<file path="src/rtl/icd_pkg.sv">
// Shared constants for the response path.
//   RESP_WORD_W     : width of one response-stream data word
//   MAX_RESP_WORDS  : default packet-length limit on the merged response stream
//   RESP_SRC_*      : fixed source indices on the response arbiter
package icd_pkg;

  localparam int unsigned RESP_WORD_W    = 32;
  localparam int unsigned MAX_RESP_WORDS = 16;

  localparam int unsigned RESP_SRC_PARSER = 0;
  localparam int unsigned RESP_SRC_BANK   = 1;
  localparam int unsigned RESP_SRC_OUT    = 2;

endpackage

</file>
<file path="src/rtl/st_resp_arbiter_rr_pick.sv">
// rr_pick: combinational round-robin picker.
//   req_i    : request vector, one bit per source
//   last_i   : index of the previous winner; search starts at last_i+1
//   onehot_o : one-hot winner (zero when no request)
//   idx_o    : winner index (zero when no request)
//   any_o    : at least one request present
module rr_pick #(
  parameter int unsigned NUM_REQ = 3,
  parameter int unsigned IDX_W   = $clog2(NUM_REQ)
) (
  input  logic [NUM_REQ-1:0] req_i,
  input  logic [IDX_W-1:0]   last_i,
  output logic [NUM_REQ-1:0] onehot_o,
  output logic [IDX_W-1:0]   idx_o,
  output logic               any_o
);

  int unsigned j;
  logic        found;

  always_comb begin
    onehot_o = '0;
    idx_o    = '0;
    found    = 1'b0;
    j        = 0;
    // Offsets 1..NUM_REQ visit every source once, ending on last_i itself.
    for (int unsigned i = 1; i <= NUM_REQ; i++) begin
      j = (32'(last_i) + i) % NUM_REQ;
      if (!found && req_i[IDX_W'(j)]) begin
        found                 = 1'b1;
        onehot_o[IDX_W'(j)]   = 1'b1;
        idx_o                 = IDX_W'(j);
      end
    end
    any_o = found;
  end

endmodule

</file>
<file path="src/rtl/st_resp_arbiter.sv">
// st_resp_arbiter: packet-atomic round-robin merge of NUM_REQ Avalon-ST
// response sources onto one host response stream, with max-length truncation.
//   clk, rst_n         : clock, synchronous active-low reset
//   asi_req_*          : per-source valid/sop/eop/data in, ready out
//   aso_resp_*         : merged output stream (combinational mux of owner)
//   grant              : one-hot current owner, zero when idle
//   err_orphan         : pulse, a sop-less word was dropped while idle
//   err_overlen        : pulse, a packet was truncated at MAX_PKT_WORDS
module st_resp_arbiter
  import icd_pkg::*;
#(
  parameter int unsigned NUM_REQ       = 3,
  parameter int unsigned MAX_PKT_WORDS = MAX_RESP_WORDS
) (
  input  logic                           clk,
  input  logic                           rst_n,
  input  logic [NUM_REQ-1:0]             asi_req_valid,
  input  logic [NUM_REQ-1:0]             asi_req_sop,
  input  logic [NUM_REQ-1:0]             asi_req_eop,
  input  logic [RESP_WORD_W*NUM_REQ-1:0] asi_req_data,
  output logic [NUM_REQ-1:0]             asi_req_ready,
  input  logic                           aso_resp_ready,
  output logic                           aso_resp_valid,
  output logic                           aso_resp_sop,
  output logic                           aso_resp_eop,
  output logic [RESP_WORD_W-1:0]         aso_resp_data,
  output logic [NUM_REQ-1:0]             grant,
  output logic                           err_orphan,
  output logic                           err_overlen
);

  localparam int unsigned IDX_W  = $clog2(NUM_REQ);
  localparam int unsigned WCNT_W = 6;

  typedef enum logic [1:0] {IDLE, PASS, DRAIN} arb_state_e;

  arb_state_e         state_q;
  logic [NUM_REQ-1:0] grant_q;
  logic [IDX_W-1:0]   gidx_q;
  logic [IDX_W-1:0]   last_q;
  logic [WCNT_W-1:0]  wcnt_q;
  logic               err_orphan_q;
  logic               err_overlen_q;

  logic [RESP_WORD_W-1:0] src_data [NUM_REQ];
  logic                   g_valid, g_sop, g_eop, at_max;
  logic [NUM_REQ-1:0]     cand, orphan;
  logic [NUM_REQ-1:0]     pick_onehot;
  logic [IDX_W-1:0]       pick_idx;
  logic                   pick_any;

  always_comb begin
    for (int unsigned i = 0; i < NUM_REQ; i++) begin
      src_data[i] = asi_req_data[i*RESP_WORD_W +: RESP_WORD_W];
    end
  end

  assign g_valid = asi_req_valid[gidx_q];
  assign g_sop   = asi_req_sop[gidx_q];
  assign g_eop   = asi_req_eop[gidx_q];
  assign at_max  = (wcnt_q == WCNT_W'(MAX_PKT_WORDS - 1));
  assign cand    = asi_req_valid & asi_req_sop;

  rr_pick #(
    .NUM_REQ (NUM_REQ),
    .IDX_W   (IDX_W)
  ) u_pick (
    .req_i    (cand),
    .last_i   (last_q),
    .onehot_o (pick_onehot),
    .idx_o    (pick_idx),
    .any_o    (pick_any)
  );

  // The state register only clears on the edge, so the handshake outputs are
  // also held off while rst_n is low to keep the in-flight packet from moving.
  always_comb begin
    asi_req_ready  = '0;
    aso_resp_valid = 1'b0;
    aso_resp_sop   = 1'b0;
    aso_resp_eop   = 1'b0;
    aso_resp_data  = '0;
    orphan         = '0;
    case (state_q)
      IDLE: begin
        orphan        = asi_req_valid & ~asi_req_sop;
        asi_req_ready = orphan;
      end
      PASS: begin
        aso_resp_valid        = g_valid;
        aso_resp_sop          = g_sop;
        aso_resp_eop          = g_eop | at_max;
        aso_resp_data         = src_data[gidx_q];
        asi_req_ready[gidx_q] = aso_resp_ready;
      end
      DRAIN: begin
        asi_req_ready[gidx_q] = 1'b1;
      end
      default: ;
    endcase
    if (!rst_n) begin
      asi_req_ready  = '0;
      aso_resp_valid = 1'b0;
      aso_resp_sop   = 1'b0;
      aso_resp_eop   = 1'b0;
      aso_resp_data  = '0;
      orphan         = '0;
    end
  end

  always_ff @(posedge clk) begin
    if (!rst_n) begin
      state_q       <= IDLE;
      grant_q       <= '0;
      gidx_q        <= '0;
      last_q        <= IDX_W'(NUM_REQ - 1);
      wcnt_q        <= '0;
      err_orphan_q  <= 1'b0;
      err_overlen_q <= 1'b0;
    end else begin
      err_orphan_q  <= 1'b0;
      err_overlen_q <= 1'b0;
      case (state_q)
        IDLE: begin
          err_orphan_q <= |orphan;
          if (pick_any) begin
            grant_q <= pick_onehot;
            gidx_q  <= pick_idx;
            last_q  <= pick_idx;
            wcnt_q  <= '0;
            state_q <= PASS;
          end
        end
        PASS: begin
          if (g_valid && aso_resp_ready) begin
            // Natural eop wins over truncation when both land on the last word.
            if (g_eop) begin
              state_q <= IDLE;
              grant_q <= '0;
            end else if (at_max) begin
              state_q       <= DRAIN;
              err_overlen_q <= 1'b1;
            end else begin
              wcnt_q <= wcnt_q + 1'b1;
            end
          end
        end
        DRAIN: begin
          if (g_valid && g_eop) begin
            state_q <= IDLE;
            grant_q <= '0;
          end
        end
        default: begin
          state_q <= IDLE;
          grant_q <= '0;
        end
      endcase
    end
  end

  assign grant       = grant_q;
  assign err_orphan  = err_orphan_q;
  assign err_overlen = err_overlen_q;

endmodule

</file>
<file path="config.mk">
export PLATFORM = sky130hd
export DESIGN_NAME = st_resp_arbiter
export DESIGN_NICKNAME = d
export VERILOG_FILES = /design/src/rtl/icd_pkg.sv /design/src/rtl/st_resp_arbiter_rr_pick.sv /design/src/rtl/st_resp_arbiter.sv
export SDC_FILE = /design/constraint.sdc
export NUM_CORES = 1
export LEC_CHECK = 0
export CORE_ASPECT_RATIO = 0.9
export CORE_MARGIN = 1
export CORE_UTILIZATION = 35
export CTS_BUF_LIST = sky130_fd_sc_hd__clkbuf_4 sky130_fd_sc_hd__clkbuf_8
export CTS_CLUSTER_SIZE = 40
export DETAILED_ROUTE_END_ITERATION = 12
export GPL_ROUTABILITY_DRIVEN = 0
export PLACE_DENSITY = 0.82
export SLEW_MARGIN = 25
export SYNTH_ARGS = -nofsm -noshare
export SYNTH_HDL_FRONTEND = slang
export SYNTH_HIERARCHICAL = 1
export SYNTH_SLANG_ARGS = --single-unit
</file>
<file path="constraint.sdc">
create_clock -name clk -period 2.28 [get_ports clk]
set_input_delay 0.57 -clock clk [delete_from_list [all_inputs] [get_ports clk]]
set_output_delay 0.57 -clock clk [all_outputs]
set_load 0.1 [all_outputs]
</file>
======== Word level (Yosys, flattened, before mapping) ========
Index checks and enable logic that the tools add are counted.
cells by class
  add/subtract/negate cells ............... 4
  div/mod/pow operators ................... 3
  order comparisons ....................... 9
  eq/ne operators ......................... 10
  multiplexer cells ....................... 61
  bitwise gates (word level) .............. 11
  reductions and logical operators ........ 19
operator list
  kind                                                                           number
  32-bit two-way mux                                                             4
  32-bit by 2-bit remainder unit with 32-bit output (second input constant)      3
  32-bit binary-select mux with 2-bit select                                     1
  3-bit two-way mux                                                              10
  6-bit two-way mux                                                              4
  1-bit two-way mux                                                              20
  3-bit case mux with 3 select lines                                             2
  2-bit two-way mux                                                              8
  1-bit binary-select mux with 2-bit select                                      6
  2-bit by 3-bit less-than comparator with 1-bit output (second input constant)  4
  2-bit != test (second input constant)                                          6
  6-bit case mux with 2 select lines                                             1
  3-bit AND                                                                      3
  1-bit demux with 2-bit select                                                  4
  2-bit by 1-bit >= comparator with 1-bit output (second input constant)         4
  1-bit logical AND                                                              8
  4-bit AND reduction                                                            2
  2-bit by 2-bit adder with 3-bit output (second input constant)                 2
  6-bit by 1-bit adder with 6-bit output (second input constant)                 1
  6-bit by 4-bit == test with 1-bit output (second input constant)               1
  3-bit OR                                                                       2
  2-bit case mux with 3 select lines                                             1
  5-bit AND reduction                                                            1
  2-bit AND reduction                                                            2
  other kinds (14)                                                               17
storage, ports and cells
  flip-flop bits (word level) ............. 17
  output and inout bits ................... 43

======== Longest topological paths before layout ========
Gate-level depths: netlist of the first run.
  depth after elaboration ................. 13
  gate-level depth with buffers ........... 10

======== Modules after synthesis ========
Netlist of the first run, hierarchy kept.
modules (own cells, without submodules)
  module           instances  cells an instance  area an instance (um^2)  seq. area each (um^2)
  st_resp_arbiter  1          262                1,720.4                  320.3
  rr_pick          1          41                 297.8                    0.0

======== Worst setup path after synthesis of the first run ========
No wires, ideal clock.
  path type ............................... input port to output port
  from .................................... input rst_n
  to ...................................... output aso_resp_data[10]
  arrival time ............................ 2.505 ns
  required time ........................... 1.710 ns
  setup slack ............................. -0.795 ns
  stages on the path ...................... 5
  path buffers ............................ 3
  path through ............................ clkbuf_1 > nand2_1 > buf_2 > buf_2 > nor2_1
on the way
  longest elaborated chain between the ends .. 1
RTL lines
  element             line                    RTL
  start: declaration  st_resp_arbiter.sv:16   input logic rst_n,
  32-bit two-way mux  st_resp_arbiter.sv:101  if (!rst_n) begin
  end: declaration    st_resp_arbiter.sv:26   output logic [RESP_WORD_W-1:0] aso_resp_data,
No other way between the ends.

==> results of run 1 <==
-- report_power, final --
group | switching [mW] | internal (mW)
logic | 2.36 | 1.56
clock network | 0.108 | 0.118
registers | 0.0525 | 0.339
-- worst max path at each step --
stage	from	to	slack, ps	cells past startpoint
3_5_place_dp	aso_resp_ready	asi_req_ready[1]	-360	6
2_1_floorplan	rst_n	aso_resp_sop	-130	4
3_3_place_gp	aso_resp_ready	asi_req_ready[1]	-300	6
4_1_cts	state_q[1]	asi_req_ready[1]	-30	6
6_report	gidx_q[0]	gidx_q[1]	-100	12
5_1_grt	gidx_q[0]	gidx_q[0]	-120	12
-- per-layer routing --
metal | global-route usage, % | up-vias
met4 | 8.38 | 0
met1 | 34.8 | 1473
met5 | 0 | -
li1 | - | 1420
met3 | 5.89 | 45
met2 | 54.5 | 201
-- stage by stage --
step                      setup TNS, ps  hold WS [ps]
after detailed placement          -3030           456
after global routing              -1130           470
after CTS                         -32.5           453
after floorplan                   -1230           432
after global placement            -2320           450
final                              -523           460
-- what timing repair did --
action                     CTS  global route
setup endpoints to repair   43            40
pin swaps                    2            10
setup buffers                5             6
resized for setup           27            40
cloned                       1             4
-- registers in the layout, indices dropped and copies added (netlist names) --
signal,cells
err_orphan,1
err_overlen,1
gidx_q,2
grant,3
last_q,1
state_q,2
wcnt_q,6
-- cells in the final DEF, fill, tap and decap left out, types with 4 or more instances in the layout --
cell type        instances
a21oi_1                 16
a21oi_2                 25
a31oi_1                  9
and2_1                   6
and3_1                   4
buf_12                  42
buf_4                   38
clkbuf_16                4
clkdlybuf4s50_1         96
dfxtp_1                 11
dlygate4sd2_1            5
dlymetal6s2s_1           5
inv_1                    9
mux2i_1                 36
nand2_1                 15
nand3_1                  4
nor2_1                  42
nor2_4                  35
-- logic make-up after synthesis --
logic type      count (synthesis)  synth area share, %
simple gates                  131                 28.8
compound gates                 81                 26.0
mux                            39                 19.3
buf+inv                        31                 6.94
flops                          16                 15.9
fa+ha+maj                       5                 3.10
-- final cells by class --
cell class	instances	area, um^2	share of cell area [%]
timing repair buffer	194	2350	48.2
multi-input combinational	256	2030	41.7
sequential	16	334	6.84
tap	67	83.8	1.72
clock buffer	3	41.3	0.846
inverter	9	33.8	0.692
==> flow_summary_export.csv, run 1 <==
group,metric,value,unit
detailed_routing,dr.pass1.iters,5,
synthesis,synth_cells,303,
critical_path,cp.arrival,2550,ps
synthesis,ys_ff_latch,16,
timing,fmax,0.420,GHz
clock_tree,cts-root-buf,"clkbuf_8",
place,post-place-ws,-356,ps
timing,finalSetupViolations,13,
hold_path,hold_depth,1,
timing,fin_crit,2380,ps
detailed_routing,wl_met3,730,um
global_routing,grt_start_max_net_pins,42,
synthesis,ys_seq_area_share,15.9,%
timing,rsz0062_at_grt,"yes",
timing,hold_violations,0,
place,numPortBuffers,150,
synthesis,synth_area_leaders,"mux2i_1 (19%), dfxtp_1 (16%), nor2_1 (15%)",
cells_and_area,n_fill_cell,210,
clock_tree,clkTransAtPathRegs,70,ps
detailed_routing,wl_met1,4.20,mm
critical_path,r2r_end,"gidx_q[1]",
detailed_routing,drt_iter0_drc,296,
timing,fin_ws,-102,ps
place,dp_hpwl,6.98,mm
critical_path,worstPathCellList,"buf_12, inv_1, ha_1, mux2i_1, o21ai_2, nor2_1, o21ai_1, nand2_1, buf_4, buf_4, nand2_1, a21oi_1",
die,chipHeight,74.0,um
clock_tree,clock_latency,260,ps
critical_path,cp_slowest_stage_delay,390,ps
hold_path,hold_start,"state_q[1]",
synthesis,synthDistinctLibCells,46,
detailed_routing,via_count,3139,
critical_path,rr_startpoint,"gidx_q[0]",
clock_tree,hold_buffers,0,
synthesis,async_flop_share,0,%
cells_and_area,drive_above_1_share,38.5,%
timing,drv_slew,0,
critical_path,startpoint_type,"flop",
clock_tree,cts_buffer_depth,2,
die,start_util,37.3,%
die,rows,25,
global_routing,grt_pass1_vias,2867,
timing,post-route-period-util,104,%
cells_and_area,fin_util,90.2,%
detailed_routing,vias_per_cell,5.76,
critical_path,setup.worst_path.end_class,"flop",
critical_path,crit_type,"reg2reg",
die,core_region_area,5410,um^2
cells_and_area,fin_area,4880,um^2
hold_path,hp-class,"reg2reg",
detailed_routing,ant_nets,0,
pwr,total_power,4.54,mW
cells_and_area,layout.cells.non_filler,545,
global_routing,grt_usage,29.7,%
place,placed_cell_area,4410,um^2
cells_and_area,areaGrowthSynthToFinish,142,%
outcome,violations,"negative setup slack",
clock_tree,htree_levels,1,
synthesis,synth_nets,416,
detailed_routing,wire_per_inst,20.3,um
critical_path,crit_family,"buffers and inverters",
pwr,powerDensity,930,nW/um^2
global_routing,grt_pass1_wl,13.9,mm
job,max_cap_violations,0,
place,placed_cells,527,
critical_path,crit_fanout,11,
outcome,run_status,"complete, but fails checks",
critical_path,critPathSlowestCell,"dfxtp_4",
die,io_pins,151,
synthesis,yosysMostFrequentCell,"nor2_1",
detailed_routing,drt-total-wl,11.1,mm
timing,max_slew.worst_pin.slew,408,ps
timing,slew_headroom,72.8,%
synthesis,synth-main-ff-cell,"dfxtp_1",
global_routing,grt.overflow.total,0,
cells_and_area,diodes,0,
critical_path,required,2450,ps
cells_and_area,nets,593,
die,die_area,6070,um^2
critical_path,rrSetupSlack,-100,ps
global_routing,antenna_found_initial,0,
synthesis,netlist_area,2020,um^2
synthesis,postSynthAreaPerCell,6.66,um^2
synthesis,yosysTopAreaCellShare,19.3,%
critical_path,path_buf_inv,4,
detailed_routing,drcViolationCount,0,
detailed_routing,dr_wl_met2,5.62,mm
clock_tree,cts_tree,"built",
die,die_x,82.0,um
synthesis,yosys_warnings,6,
synthesis,synth_area_leader_cell,"mux2i_1",
pwr,power.leakage,1.90,nW
pwr,vdd_drop_max,750,uV
timing,fin_worst_skew,5.70,ps
synthesis,synth_commonest_cells,"nor2_1 (79), a21oi_1 (41), mux2i_1 (39)",
hold_path,hold_path_end,"state_q[0]",
critical_path,r2r_cells,12,
detailed_routing,highest_layer,"met4",
clock_tree,numCtsBuffers,3,
synthesis,synth-edff-count,0,
clock_tree,clkSinkCount,16,
Power figures use the tool's default switching activity.
==> run 2, diff against run 1 <==
--- a/config.mk
+++ b/config.mk
@@ -9,7 +9,7 @@
 export CORE_MARGIN = 1
 export CORE_UTILIZATION = 35
 export CTS_BUF_LIST = sky130_fd_sc_hd__clkbuf_4 sky130_fd_sc_hd__clkbuf_8
-export CTS_CLUSTER_SIZE = 40
+export CTS_CLUSTER_SIZE = 16
 export DETAILED_ROUTE_END_ITERATION = 12
 export GPL_ROUTABILITY_DRIVEN = 0
 export PLACE_DENSITY = 0.82
==> results of run 2 <==
Same layout as run 1: the final DEF is identical, and so are final timing and power.
==> run 3, diff against run 2 <==
--- a/config.mk
+++ b/config.mk
@@ -5,9 +5,11 @@
 export SDC_FILE = /design/constraint.sdc
 export NUM_CORES = 1
 export LEC_CHECK = 0
+export ABC_AREA = 1
+export CAP_MARGIN = 15
 export CORE_ASPECT_RATIO = 0.9
 export CORE_MARGIN = 1
-export CORE_UTILIZATION = 35
+export CORE_UTILIZATION = 37
 export CTS_BUF_LIST = sky130_fd_sc_hd__clkbuf_4 sky130_fd_sc_hd__clkbuf_8
 export CTS_CLUSTER_SIZE = 16
 export DETAILED_ROUTE_END_ITERATION = 12
==> flow_summary_export.csv, run 3 <==
group,metric,value,unit
synthesis,ys_seq_area_share,14.4,%
detailed_routing,drcViolationCount,0,
synthesis,synth_commonest_cells,"nand2_1 (162), inv_1 (61), nand3_1 (32)",
synthesis,synth.area.mux_share,0,%
detailed_routing,ant_nets,0,
global_routing,grt_pass1_vias,3123,
timing,finalSetupViolations,2,
global_routing,met3_usage,5.53,%
critical_path,setup.worst_path.end_class,"output pin",
cells_and_area,regMostFlops,"wcnt_q",
pwr,switchingPower,2.84,mW
cells_and_area,multi_input_area,1780,um^2
global_routing,antenna_found_initial,0,
hold_path,hold_depth,2,
die,die_area,6310,um^2
clock_tree,cts_buffer_depth,2,
cells_and_area,nets,694,
synthesis,synth_nets,517,
critical_path,crit_family,"buffers and inverters",
clock_tree,htree_levels,1,
synthesis,yosys_warnings,6,
pwr,pwr-share-seq,8.7,%
die,die_x,83.6,um
synthesis,async_flop_share,0,%
critical_path,critPathSlowestCell,"clkdlybuf4s50_1",
timing,post-route-period-util,101,%
detailed_routing,via_count,3437,
pwr,powerDensity,1010,nW/um^2
synthesis,yosysMostFrequentCell,"nand2_1",
critical_path,required,1710,ps
synthesis,synth_area_leader_cell,"nand2_1",
cells_and_area,largest_register_ffs,6,
synthesis,synth_adder_area_share,2.82,%
synthesis,synth_top_family_by_area,"simple AND/OR/NAND/NOR gates",
clock_tree,hold_buffers,0,
detailed_routing,vias_per_cell,5.29,
global_routing,use_met1,33.9,%
critical_path,r2r_cells,13,
cells_and_area,areaGrowthSynthToFinish,123,%
detailed_routing,drt-total-wl,11.4,mm
pwr,power.leakage,2.05,nW
place,numPortBuffers,150,
timing,fmax,0.434,GHz
hold_path,hold_start,"grant[2]",
synthesis,yosysTopAreaCellShare,27.4,%
critical_path,rrSetupSlack,160,ps
die,io_pins,151,
cells_and_area,n_fill_cell,310,
detailed_routing,dr.pass1.iters,4,
place,post-place-ws,-242,ps
timing,slew_headroom,77.6,%
global_routing,grt.overflow.total,0,
cells_and_area,diodes,0,
timing,rsz0062_at_grt,"yes",
synthesis,synthDistinctLibCells,33,
timing,hold_violations,0,
synthesis,yosys.area_share.xor_xnor,0.789,%
timing,fin_worst_skew,5.74,ps
critical_path,crit_type,"in2out",
detailed_routing,drt_iter0_drc,217,
timing,fin_ws,-22.6,ps
critical_path,worstPathCellList,"clkdlybuf4s50_1, a22oi_1, nand2_1, nand2_1, clkinvlp_4, buf_12",
clock_tree,clkSinkCount,16,
timing,setup-tns-final,-24.2,ps
synthesis,postSynthAreaPerCell,5.49,um^2
pwr,p_int,2.18,mW
pwr,clkPwrFrac,5.2,%
outcome,violations,"negative setup slack",
global_routing,use_met2,59.7,%
timing,max_slew.worst_pin.slew,332,ps
synthesis,synth-edff-count,0,
clock_tree,cts_tree,"built",
timing,fin_crit,2300,ps
hold_path,hp-class,"reg2reg",
critical_path,startpoint_type,"input port",
critical_path,path_buf_inv,3,
global_routing,grt_usage,31.1,%
critical_path,cp_slowest_stage_delay,430,ps
die,rows,26,
global_routing,grt_start_max_net_pins,18,
synthesis,ys_ff_latch,16,
pwr,vdd_drop_max,962,uV
pwr,pwr-share-comb,86.2,%
clock_tree,clock_latency,260,ps
clock_tree,numCtsBuffers,3,
hold_path,hold_path_end,"grant[2]",
synthesis,synth_compound_area_share,15.8,%
pwr,switching_share,56.6,%
cells_and_area,final_common_cell,"nand2_1",
critical_path,rr_startpoint,"gidx_q[0]",
global_routing,busiest_layer,"met2",
critical_path,critPathMostFrequentCell,"nand2_1",
job,max_cap_violations,0,
pwr,total_power,5.02,mW
cells_and_area,drive_above_1_share,36.6,%
synthesis,netlist_area,2220,um^2
global_routing,grt_pass1_wl,15.4,mm
die,core_region_area,5730,um^2
clock_tree,clkTransAtPathRegs,70,ps
die,start_util,38.8,%
timing,drv_slew,0,
die,chipHeight,75.5,um
place,dp_hpwl,7.80,mm
detailed_routing,wire_per_inst,17.5,um
critical_path,r2r_end,"wcnt_q[0]",
synthesis,synth_area_leaders,"nand2_1 (27%), dfxtp_1 (14%), inv_1 (10%)",
clock_tree,cts-root-buf,"clkbuf_8",
synthesis,synthSimpleGateAreaFrac,50.5,%
outcome,run_status,"complete, but fails checks",
critical_path,cp.arrival,1730,ps
critical_path,crit_fanout,1,
synthesis,synth_cells,404,
cells_and_area,layout_common_cells,"nand2_1 (140), clkdlybuf4s50_1 (99), buf_12 (45)",
synthesis,synth-main-ff-cell,"dfxtp_1",
cells_and_area,regArea,324,um^2
run 3: worst max path at each step:
stage / cells after the start / slack (ps) / startpoint / end
after detailed placement: 7 / -240 / rst_n / aso_resp_data[1]
after floorplan: 6 / -130 / gidx_q[0] / asi_req_ready[1]
final: 6 / -20 / asi_req_data[0] / aso_resp_data[0]
after global routing: 6 / -70 / asi_req_data[0] / aso_resp_data[0]
after CTS: 8 / 1 / gidx_q[1] / aso_resp_data[29]
after global placement: 7 / -210 / rst_n / aso_resp_data[1]
run 3: logic make-up (layout without fill, tap and decap cells):
kind of cell | after synthesis | in the layout
and+or+nand+nor | 246 | 246
xor gates and xnor gates | 2 | 2
DFF | 16 | 16
buffers and inverters | 84 | 260
AOI/OAI and AO/OA | 51 | 51
adders and majority gates | 5 | 5
run 3: tightest hold or removal path, cell delays in order (launching register included):
cell,delay [ps]
dfxtp_1,310
nor2_1,90
nor2_1,50
run 3: routing by layer:
| layer | up-vias | wire length (um) |
|---|---|---|
| met1 | 1588 | 3960 |
| li1 | 1616 | - |
| met3 | 44 | 897 |
| met2 | 189 | 6020 |
| met4 | 0 | 502 |
| met5 | - | 0 |
run 3: power by group through the flow:
stage	logic, mW	registers [mW]	clock network (mW)
finish	4.33	0.435	0.260
global route	4.57	0.442	0.277
CTS	3.97	0.421	0.257
detailed placement	3.76	0.419	0
global placement	3.69	0.417	0
floorplan	2.41	0.546	0
run 3: per-stage QoR:
stage	utilization [%]	hold WS, ps	instances	instance area [um^2]
after CTS	82.8	489	646	4740
after global placement	78.5	466	635	4490
after floorplan	-	453	404	2390
after detailed placement	78.5	479	635	4490
final	86.5	486	650	4950
after global routing	86.5	527	650	4950
run 3: what timing repair did:
action                     CTS  global route
resized for setup           23            56
buffers inserted             4             4
setup endpoints to repair   38            50
pin swaps                    8            10
cloned                       3             1
run 3: layout make-up:
type	instances	area share [%]
well taps	70	1.77
inverters	68	7.88
repair buffers	188	46.7
flip-flops and latches	16	6.55
multi-input cells	304	36.0
clock buffers	4	1.11
